[src/rtl/input_debounce.sv]
// Per-channel input conditioner: a SYNC_STAGES-deep synchronizer followed by a filter
// that accepts a new level only after DEBOUNCE_CYCLES consecutive mismatching samples.
module input_debounce #(
  parameter int WIDTH           = 1,
  parameter int SYNC_STAGES     = 2,
  parameter int DEBOUNCE_CYCLES = 16
) (
  input  logic             clk,
  input  logic             anrst,
  input  logic [WIDTH-1:0] in,
  output logic [WIDTH-1:0] out,
  output logic [WIDTH-1:0] busy
);

  localparam int            CW      = $clog2(DEBOUNCE_CYCLES + 1);
  localparam logic [CW-1:0] CNT_MAX = CW'(DEBOUNCE_CYCLES - 1);

  (* ASYNC_REG = "TRUE" *)
  logic [SYNC_STAGES-1:0][WIDTH-1:0] sync_q;
  logic [WIDTH-1:0]                  s;

  logic [WIDTH-1:0][CW-1:0] cnt_q, cnt_d;
  logic [WIDTH-1:0]         out_q, out_d;
  logic [WIDTH-1:0]         busy_q, busy_d;

  // NOTE: every flop, synchronizer stages included, is reset so s and out agree (both 0)
  // on release and no channel starts with a phantom mismatch.
  always_ff @(posedge clk or negedge anrst) begin
    if (!anrst) begin
      sync_q <= '0;
    end else begin
      // NOTE: non-blocking assignment lets each stage capture its predecessor's old value.
      sync_q <= {sync_q[SYNC_STAGES-2:0], in};
    end
  end

  assign s = sync_q[SYNC_STAGES-1];

  always_comb begin
    // NOTE: defaults first, so every path through the loop assigns every output (no latches).
    cnt_d  = cnt_q;
    out_d  = out_q;
    busy_d = '0;
    for (int i = 0; i < WIDTH; i++) begin
      if (s[i] == out_q[i]) begin
        cnt_d[i] = '0;
      end else if (cnt_q[i] == CNT_MAX) begin
        out_d[i] = s[i];
        cnt_d[i] = '0;
      end else begin
        cnt_d[i] = cnt_q[i] + CW'(1);
      end
      busy_d[i] = (cnt_d[i] != '0);
    end
  end

  always_ff @(posedge clk or negedge anrst) begin
    if (!anrst) begin
      cnt_q  <= '0;
      out_q  <= '0;
      busy_q <= '0;
    end else begin
      cnt_q  <= cnt_d;
      out_q  <= out_d;
      busy_q <= busy_d;
    end
  end

  assign out  = out_q;
  assign busy = busy_q;

endmodule

[config.mk]
export PLATFORM = sky130hd
export DESIGN_NAME = input_debounce
export DESIGN_NICKNAME = d
export VERILOG_FILES = /design/src/rtl/input_debounce.sv
export SDC_FILE = /design/constraint.sdc
export NUM_CORES = 1
export LEC_CHECK = 0
export CAP_MARGIN = 20
export CORE_AREA = 2 2 39 41
export DETAILED_ROUTE_END_ITERATION = 12
export DIE_AREA = 0 0 41 43
export DONT_BUFFER_PORTS = 1
export HOLD_SLACK_MARGIN = 0.05
export SLEW_MARGIN = 20
export SYNTH_ARGS = -nofsm -noshare
export SYNTH_HDL_FRONTEND = slang
export SYNTH_SLANG_ARGS = --single-unit
[constraint.sdc]
create_clock -name clk -period 2 [get_ports clk]
set_input_delay 0.1 -clock clk [delete_from_list [all_inputs] [get_ports clk]]
set_output_delay 0.1 -clock clk [all_outputs]
set_load 0.01 [all_outputs]
# --- After elaboration in Yosys (flattened, before gate mapping) ---
# Index checks and enable logic that the tools add are counted.
totals:
  elab_cells: 13
  output_inout_bits: 2
  reg_bits: 9
  input_bits: 3
classes:
  bitwise_logic: 1
  reduce_logical: 2
  addsub: 1
  n_mux: 2
  eq_ne: 2
ops:
  columns: ["cell", "n"]
  rows:
  - ["$mux W5", 2]
  - ["$add A5 B1 Y5 const B", 1]
  - ["$eq A5 B4 Y1 const B", 1]
  - ["$reduce_bool A5 Y1", 1]
  - ["$reduce_and A2 Y1", 1]
  - ["$eq A1 B1 Y1", 1]
  - ["$not A1 Y1", 1]

# --- Longest topological paths before layout ---
# Gate-level depths: netlist of run 1.
depth:
  depth_word: 4
  mapped_depth: 4
  depth_no_buf: 4

# --- Worst setup path before layout of run 1 ---
# No wires, ideal clock.
synth_path:
  path_type: "register to register"
  start: "reg cnt_q[0] (netlist bit)"
  end: "reg busy_q, in the netlist busy"
  stages_incl_launch_ff: 5
  n_path_buf: 0
  t_required_ns: 1.862
  path_slack_ns: 0.501
  period_less_slack_ns: 1.499
  arrival_time_ns: 1.361
  setup_time_ns: 0.138
  cell_sequence: "dfrtp_1 > ha_1 > or3_1 > a2111oi_2 > nor3_1"
synth_via:
  elab_chain_cells: 4
  elab_cells_between_ends: 5
  cone_classes: "1 x add/sub; 1 x eq/ne; 2 x mux; 1 x reduce/logical"
synth_lines:
  columns: ["element", "line_no", "rtl"]
  rows:
  - ["from (decl)", "22", "logic [WIDTH-1:0][CW-1:0] cnt_q, cnt_d;"]
  - ["from (signal assigned)", "63", "cnt_q <= cnt_d;"]
  - ["$add A5 B1 Y5 or $eq A5 B4 Y1 (tied branches)", "51, 47", null]
  - ["$mux W5 *", "47", "end else if (cnt_q[i] == CNT_MAX) begin"]
  - ["$mux W5 *", "45", "if (s[i] == out_q[i]) begin"]
  - ["$reduce_bool A5 Y1 *", "53", "busy_d[i] = (cnt_d[i] != '0);"]
  - ["named net busy_d", "24", "logic [WIDTH-1:0] busy_q, busy_d;"]
  - ["to (signal assigned)", "65", "busy_q <= busy_d;"]
  - ["to (decl)", "24", null]
# Mark *: on every way through the listed nets, which the timed path passes. The rest lies on a longest branch.
# A chain may end at the register's enable or synchronous reset.

# --- Final worst setup path of run 1 ---
# Same ends and word-level chain as after synthesis.

==> results.txt, run 1 <==
* Net Sw Power: 88.6 µW
* WP depth: 4
* Total wirelength of the detailed-routed design: 543 µm
- The worst register-to-register path has a depth of 4.
- Counting along the longest clock path gives a buffer depth of 2.
- Total Die Area: 1760 µm²
- Critical path type: flop to flop
* Number of global-route vias before repair: 235
- Detailed routing inserted a total of roughly 230 vias.
- Synth cell types: 15
- Clock slew seen by the registers of the worst setup and hold paths: 0.06 ns
- In this run, CTS created clock tree buffers numbering 3.
- The final count of pins violating max slew was 0.
* Port Buf Inserts: 0
* Gate Count Post-Synth: 30
* Worst slack after detailed placement: 0.437 ns
- Worst-skew pair later-pin latency: roughly 0.26 ns
* Number of rows in the core area: 14
- Global-route wire length before repair: 903 µm
- Of the available clock period, the critical path in the final layout requires 0.783.
- Crit path launch type: flop
- Proportion of synthesized flip-flops having asynchronous set or reset: 1.00
- STA puts the critical path data arrival time at 1.69 ns.
- After global routing the overflow that remains totals 0.
* Fraction of post-synthesis cell area in the top cell type by area: 0.612
- Counting flops and latches in the post-synthesis netlist gives 9.
- Minimum setup slack among reg-to-reg paths: 0.43 ns
- The floorplan step set the die width to 41 µm.
- In the post-synthesis netlist, the cell with the most instances is dfrtp_1.
* Area of the multi-input gates: around 140 µm²
- In the routed design, unresolved DRC markers number 0.
* Number of buffers added for setup after CTS: 0
* Routability congestion estimate from global placement: 0.656
- Data required time at the worst endpoint: 2.13 ns
* Number of buffers and inverters on the critical path: 0
- In this run the worst setup path begins at cnt_q[0].
- Entering global routing, the biggest net connects 10 pins.
- Fraction of final layout cells sized beyond drive strength 1: 0.167
- VDD IR max: 0.336 mV
- In the synthesized netlist, the cells that appear most often are 9 x dfrtp_1, 4 x nor2_1, 3 x xor2_1, 2 x inv_1, 2 x nand3_1.
- Switching Share: 0.241
- Once placement completed, the tool counted placed cells totaling 46.
- Global Route Usage Sum: 0.0834
* Outcome: finished, final reports clean
* Number of diodes: 0
- On the final layout, the worst clock skew is 0.00275 ns.
- Worst min-delay path category: primary input to async pin
- Top cells by area in the synthesized netlist: dfrtp_1 61%, xor2_1 7.1%, a2111oi_2 4.1%
- Setup-violating endpoint count in the final report: 0
* Number of clock sinks seen by CTS: 9
* Number of antenna violations at the first check in global routing: 0
- A synthesized cell averages 12.3 µm².
- Max-cap violations in this run came to 0.
* Number of nets in the synthesized netlist: 34
- The tree is rooted in a clkbuf_4.
- Of the total power, the clock network draws 0.382.
- Fill cell instance count of the final layout: 143
- The die is ~43 µm tall.
- In the final routed layout, each cell accounts on average for 10.4 µm.
- Subtracting the final worst setup slack from the clock period gives 1.57 ns.
- The analysis attributes to cell leakage a power of 0.215 nW.
- The sequential cells in the finished layout cover a total of 225 µm².
- The detailed router finished its first iteration with 5 violations.
* Placeable core region: 1380 µm²
- The slowest stage of the critical path is the dfrtp_1 cell.
- Logic pwr share: 0.079
* Antenna violation net count after detailed routing: 0
- Compared with the post-synthesis result, the final layout area differs by 18.4%.
* RR Startpoint: cnt_q[0]
* Internal power component: 279 µW
* Final std cells w/o fill: 52
- In the synthesized netlist the dominant register cell turns out to be dfrtp_1.
* Worst R2R End: busy
- CTS hold repair buffers: 2
* RSZ-0062 raised after global routing: no
* Category of cells accounting for the largest share of critical-path delay: simple AND/OR/NAND/NOR gates
- Max transition margin: 0.691
- The count of final hold-check violations came to 0.
- Crit path capture type: flop
- CTS built an H-tree with a depth of 1.
* Achievable frequency: around 640 MHz
- Synth area leader: dfrtp_1
- Detailed-router iteration count before antenna repair: 4
- For this run, the number of Yosys warnings is 0.
- Ports: 5
* Sequential element share of the synthesized area: 0.612
- The mapped netlist covers approximately 370 µm².
- Largest stage delay on the critical path: 0.41 ns
* Slew of the pin with the lowest slew margin: 0.459 ns
- Post-route worst setup slack: about 0.43 ns
* Fin Setup TNS: 0 ns
- PwrDens: 844 nW/µm²
- Crit path max fanout: 4
- TritonCTS clock tree: done
* Initial Utilization: 0.266
* Worst setup endpoint: busy
- Sequential cell fraction of total power: 0.540
* Final Net Count: between 40 and 50
- Post-CTS Resized: 0
- Using the TritonRoute via totals, the vias-per-cell ratio works out to approximately 4.4.
- Walking the worst path, the cells encountered are ha_1, or3_1, a2111oi_2, nor3_1.
- The synthesized design contains 0 enable-type register cells.
[placed cells by master, fill, tap and decap left out]
| cell | Yosys | layout |
|---|---|---|
| dfrtp_1 | 9 | 9 |
| nor2_1 | 4 | 4 |
| xor2_1 | 3 | 3 |
| clkbuf_4 | 0 | 3 |
| nand3_1 | 2 | 2 |
| inv_1 | 2 | 2 |
| dlygate4sd3_1 | 0 | 2 |
| o21ai_0 | 1 | 1 |
| and2_1 | 1 | 1 |
| and3_1 | 1 | 1 |
| nand3b_1 | 1 | 1 |
| or3_1 | 1 | 1 |
| a2111oi_2 | 1 | 1 |
| nor4b_1 | 1 | 1 |
| nor3_1 | 1 | 1 |
| mux2_2 | 1 | 1 |
| ha_1 | 1 | 1 |
| clkinv_2 | 0 | 1 |
[power groups by stage]
stage	sequential (mW)	combinational, mW	clock (mW)
CTS	0.198	0.0298	0.147
floorplan	0.201	0.0201	0
detailed placement	0.202	0.0228	0
global placement	0.202	0.0228	0
finish	0.198	0.0289	0.140
global route	0.200	0.0331	0.154
[worst min path at each step]
| stage | slack [ns] | from | depth (start not counted) | to |
|---|---|---|---|---|
| 2_1_floorplan | -0.20 | anrst | 0 | busy |
| 3_3_place_gp | -0.20 | anrst | 0 | cnt_q[3] |
| 3_5_place_dp | -0.20 | anrst | 0 | cnt_q[3] |
| 4_1_cts | 0.21 | anrst | 1 | cnt_q[2] |
| 5_1_grt | 0.24 | anrst | 1 | cnt_q[2] |
| 6_report | 0.20 | anrst | 1 | cnt_q[2] |
[logic make-up after synthesis]
logic type               count (synthesis)  share of synthesized area
buffers and inverters                    2                     0.0204
AO/OA/AOI/OAI                            2                     0.0544
multiplexers                             1                     0.0306
XOR/XNOR                                 3                     0.0714
adder cells (fa/ha/maj)                  1                     0.0340
flip-flops                               9                      0.612
AND/OR/NAND/NOR                         12                      0.177
[cell type report]
cell class | instances | share of cell area
clock buffers | 3 | 0.0517
clock inverters | 1 | 0.0115
inverters | 2 | 0.0172
multi-input cells | 19 | 0.310
flip-flops and latches | 9 | 0.517
well taps | 16 | 0.0460
repair buffers | 2 | 0.0460
[state kept, by name, summed over array words and instances (netlist names)]
signal	count
cnt_q	5
sync_q	1
busy	1
s	1
out	1
[stage by stage]
stage	utilization	hold WS, ns	area [µm²]	power [mW]
finish	0.315	0.198	435	0.367
global route	0.315	0.242	435	0.387
CTS	0.315	0.209	435	0.375
detailed placement	0.280	-0.195	388	0.225
global placement	0.280	-0.195	388	0.225
floorplan	-	-0.196	368	0.221
[metal layers]
layer,part of all wire,wire (µm),up-vias,track usage
met4,0,0,0,0.0600
met5,0,0,-,0
met3,0.096,52,0,0.0681
met2,0.41,220,8,0.0969
met1,0.50,269,104,0.0973
li1,-,-,115,-
Note: power is estimated with default switching activity, not from simulation.
==> run 2: changes to the inputs <==
Settings changed: ABC_AREA set to 1.
Clock period 2 ns to 1.3 ns, I/O delays scaled along.
==> results.txt, run 2 <==
- Outcome: finished, final reports clean
- The number of placed instances, taps included, is 63.
- For this run, design rule violations remaining after detail routing come to 0.
- Largest register by flop count: cnt_q
- IR analysis of the VDD net gives a maximum drop of 0.397 mV.
- From synthesis to final layout, the design area changed by 16.2%.
* Max-cap viol count: 0
* Drt via density: ~4.4
* Worst min-delay path category: primary input to async pin
* Critical path's slowest cell: dfrtp_1
- Synth cell types: 16
- Maximum number of pins on one net before global-route repair: 10
- Netlist area before placement: approximately 430 µm²
- In the post-synthesis netlist, the cell with the most instances is nand2_1.
* Top cells by area in the synthesized netlist: dfrtp_1 52%, nand2_1 10%, inv_1 6.1%
- Hpwl dp: 507 µm
* Most frequent cells in the layout: 12 x nand2_1, 9 x dfrtp_1, 7 x inv_1
* Largest register FFs: 5
- Number of buffers added for setup after CTS: 0
- The die is approximately 43 µm tall.
* Global Route Usage Sum: 0.109
- PwrDens: 1120 nW/µm²
- Ports: 5
* Maximum buffer depth of the clock tree: 2
- Number of antenna violations at the first check in global routing: 0
- Synth Area per Inst: 9.18 µm²
* Dpl cell area: 452 µm²
- Number of buffers and inverters on the critical path: 0
* Number of diodes: 0
* Leak: 0.236 nW
- EDFF count, synth: 0
- Crit path max fanout: 5
- Global-route wire length before repair: 1.17 mm
- Once layout is complete, the cells apart from fillers number 69.
- Largest stage delay on the critical path: 0.41 ns
- After the last flow step, the layout net total stands at 58.
- Among all flip-flop cells after synthesis, the most frequent one is dfrtp_1.
* Ratio of final minimum period to clock period: 0.927
* Critical path type: flop to flop
* Max transition margin: 0.746
* Sequential element share of the synthesized area: 0.522
- Crit path launch type: flop
* Number of nets in the synthesized netlist: 51
* Fraction of final layout cells sized beyond drive strength 1: 0.302
- Of the post-synthesis cell area, the dominant cell type holds 0.522.
- Slew of the pin with the lowest slew margin: 0.380 ns
- After detailed routing, the average wire length per cell comes to approximately 9.3 µm.
- The worst register-to-register path has a setup slack of roughly 0.095 ns.
* Category of cells accounting for the largest share of critical-path delay: simple AND/OR/NAND/NOR gates
- Proportion of synthesized flip-flops having asynchronous set or reset: 1.00
* Arrival @ worst endpoint: 1.34 ns
- CTS built an H-tree with a depth of 1.
- Setup-violating endpoint count in the final report: 0
- Top cell by count, worst path: nand3_2
* Detailed-router iteration count before antenna repair: 4
- The final count of pins violating max slew is 0.
- Die width: between 40 and 50 µm
* Synth area leader: dfrtp_1
- After clock tree synthesis, the clock-pin slew on the worst setup and hold paths is 0.06 ns.
* Achievable frequency: around 830 MHz
- Leading cell types by count after synthesis: 12 x nand2_1, 9 x dfrtp_1, 7 x inv_1, 4 x nor2_2
- Final hold viol count: 0
* Number of clock sinks seen by CTS: 9
- CTS buffer count: 3
- Total wirelength of the detailed-routed design: 641 µm
- The total area inside the core boundary comes to 1380 µm².
* Cells traversed along the worst timing path: ha_2, nand3_2, nor2_4, nor2_2, nand2_2, nand3_2
- Warnings from Yosys: 0
- For the worst setup path, the data required time is 1.43 ns.
- Routability congestion estimate from global placement: 0.682
- Final instance area: 502 µm²
- Root buffer cell: clkbuf_4
- GR Overflow Total: 0
- Starting DRT DRC Count: 7
- Crit path capture type: flop
- Initial Utilization: 0.312
- In the synthesized netlist, the number of instances is between 40 and 50.
* Via Count: 306
- Total Die Area: about 1800 µm²
* Antenna violation net count after detailed routing: 0
- Synthesis inferred 9 register bits.
- Clock latency on the worst-skew pair, taken at its later pin, is 0.26 ns.
- Final Critical Period: 1.20 ns
* Port Buf Inserts: 0
- The floorplan has 14 rows.
- Number of global-route vias before repair: 296
* TritonCTS clock tree: done
- Fin Clk Skew: 0.00723 ns
- Leaving out fill and tap cells, the most frequent cell in the layout is nand2_1.
- The layout has 147 filler cells.
[run 2: what timing repair did]
| action | in CTS | in global routing |
|---|---|---|
| gates resized for setup | 0 | 1 |
| hold buffers | 2 | 0 |
| endpoints found under the setup margin | 0 | 1 |
| hold endpoints to repair | 10 | 0 |
[run 2: final timing paths]
path,from,end,depth (start not counted)
setup / recovery,cnt_q[0],busy,6
hold / removal,anrst,cnt_q[3],1
setup reg to reg,cnt_q[0],busy,6
hold reg to reg,sync_q[0],s,0
max in group asynchronous,anrst,busy,1
min in group clk,sync_q[0],s,0
[run 2: area by class of cell]
cell class	instances	area, µm²	area share
tap	16	20.0	0.0399
timing repair buffer	2	20.0	0.0399
clock buffer	3	22.5	0.0449
clock inverter	1	5.00	0.00998
multi-input combinational	30	179	0.357
sequential	9	225	0.449
inverter	8	30.0	0.0599
[run 2: layer usage]
metal | vias to the layer above | part of all wire | wire length, µm | track usage
met5 | - | 0 | 0 | 0
met4 | 0 | 0 | 0 | 0.120
met3 | 0 | 0.017 | 11 | 0.0471
met2 | 6 | 0.55 | 353 | 0.138
met1 | 140 | 0.43 | 275 | 0.122
li1 | 160 | - | - | -
[run 2: worst reg2reg max path, stage by stage, from the launching register on]
cell and delay, ns:
dfrtp_1 0.41, ha_2 0.24, nand3_2 0.11, nor2_4 0.13
nor2_2 0.05, nand2_2 0.07, nand3_2 0.07
[run 2: where the power goes]
part | total, mW | internal, mW | switching (mW) | leakage, nW
logic | 0.0468 | 0.0205 | 0.0263 | 0.102
registers | 0.308 | 0.294 | 0.0137 | 0.117
clock network | 0.206 | 0.113 | 0.0925 | 0.0177
[run 2: cell families after synthesis]
group	Yosys count	share of synthesized area
AND/OR/NAND/NOR	27	0.351
flip-flops	9	0.522
buffers and inverters	8	0.0696
AO/OA/AOI/OAI	2	0.0290
adder cells (fa/ha/maj)	1	0.0290
[run 2: stage by stage]
| step | hold slack [ns] | setup WS [ns] | util | power (mW) | setup TNS [ns] |
|---|---|---|---|---|---|
| 6_report | 0.157 | 0.0952 | 0.363 | 0.560 | 0 |
| 4_1_cts | 0.162 | 0.0751 | 0.361 | 0.574 | 0 |
| 3_5_place_dp | -0.230 | 0.0988 | 0.326 | 0.351 | 0 |
| 5_1_grt | 0.174 | -0.00401 | 0.363 | 0.598 | -0.00401 |
| 2_1_floorplan | -0.231 | 0.189 | - | 0.343 | 0 |
| 3_3_place_gp | -0.230 | 0.105 | 0.326 | 0.350 | 0 |
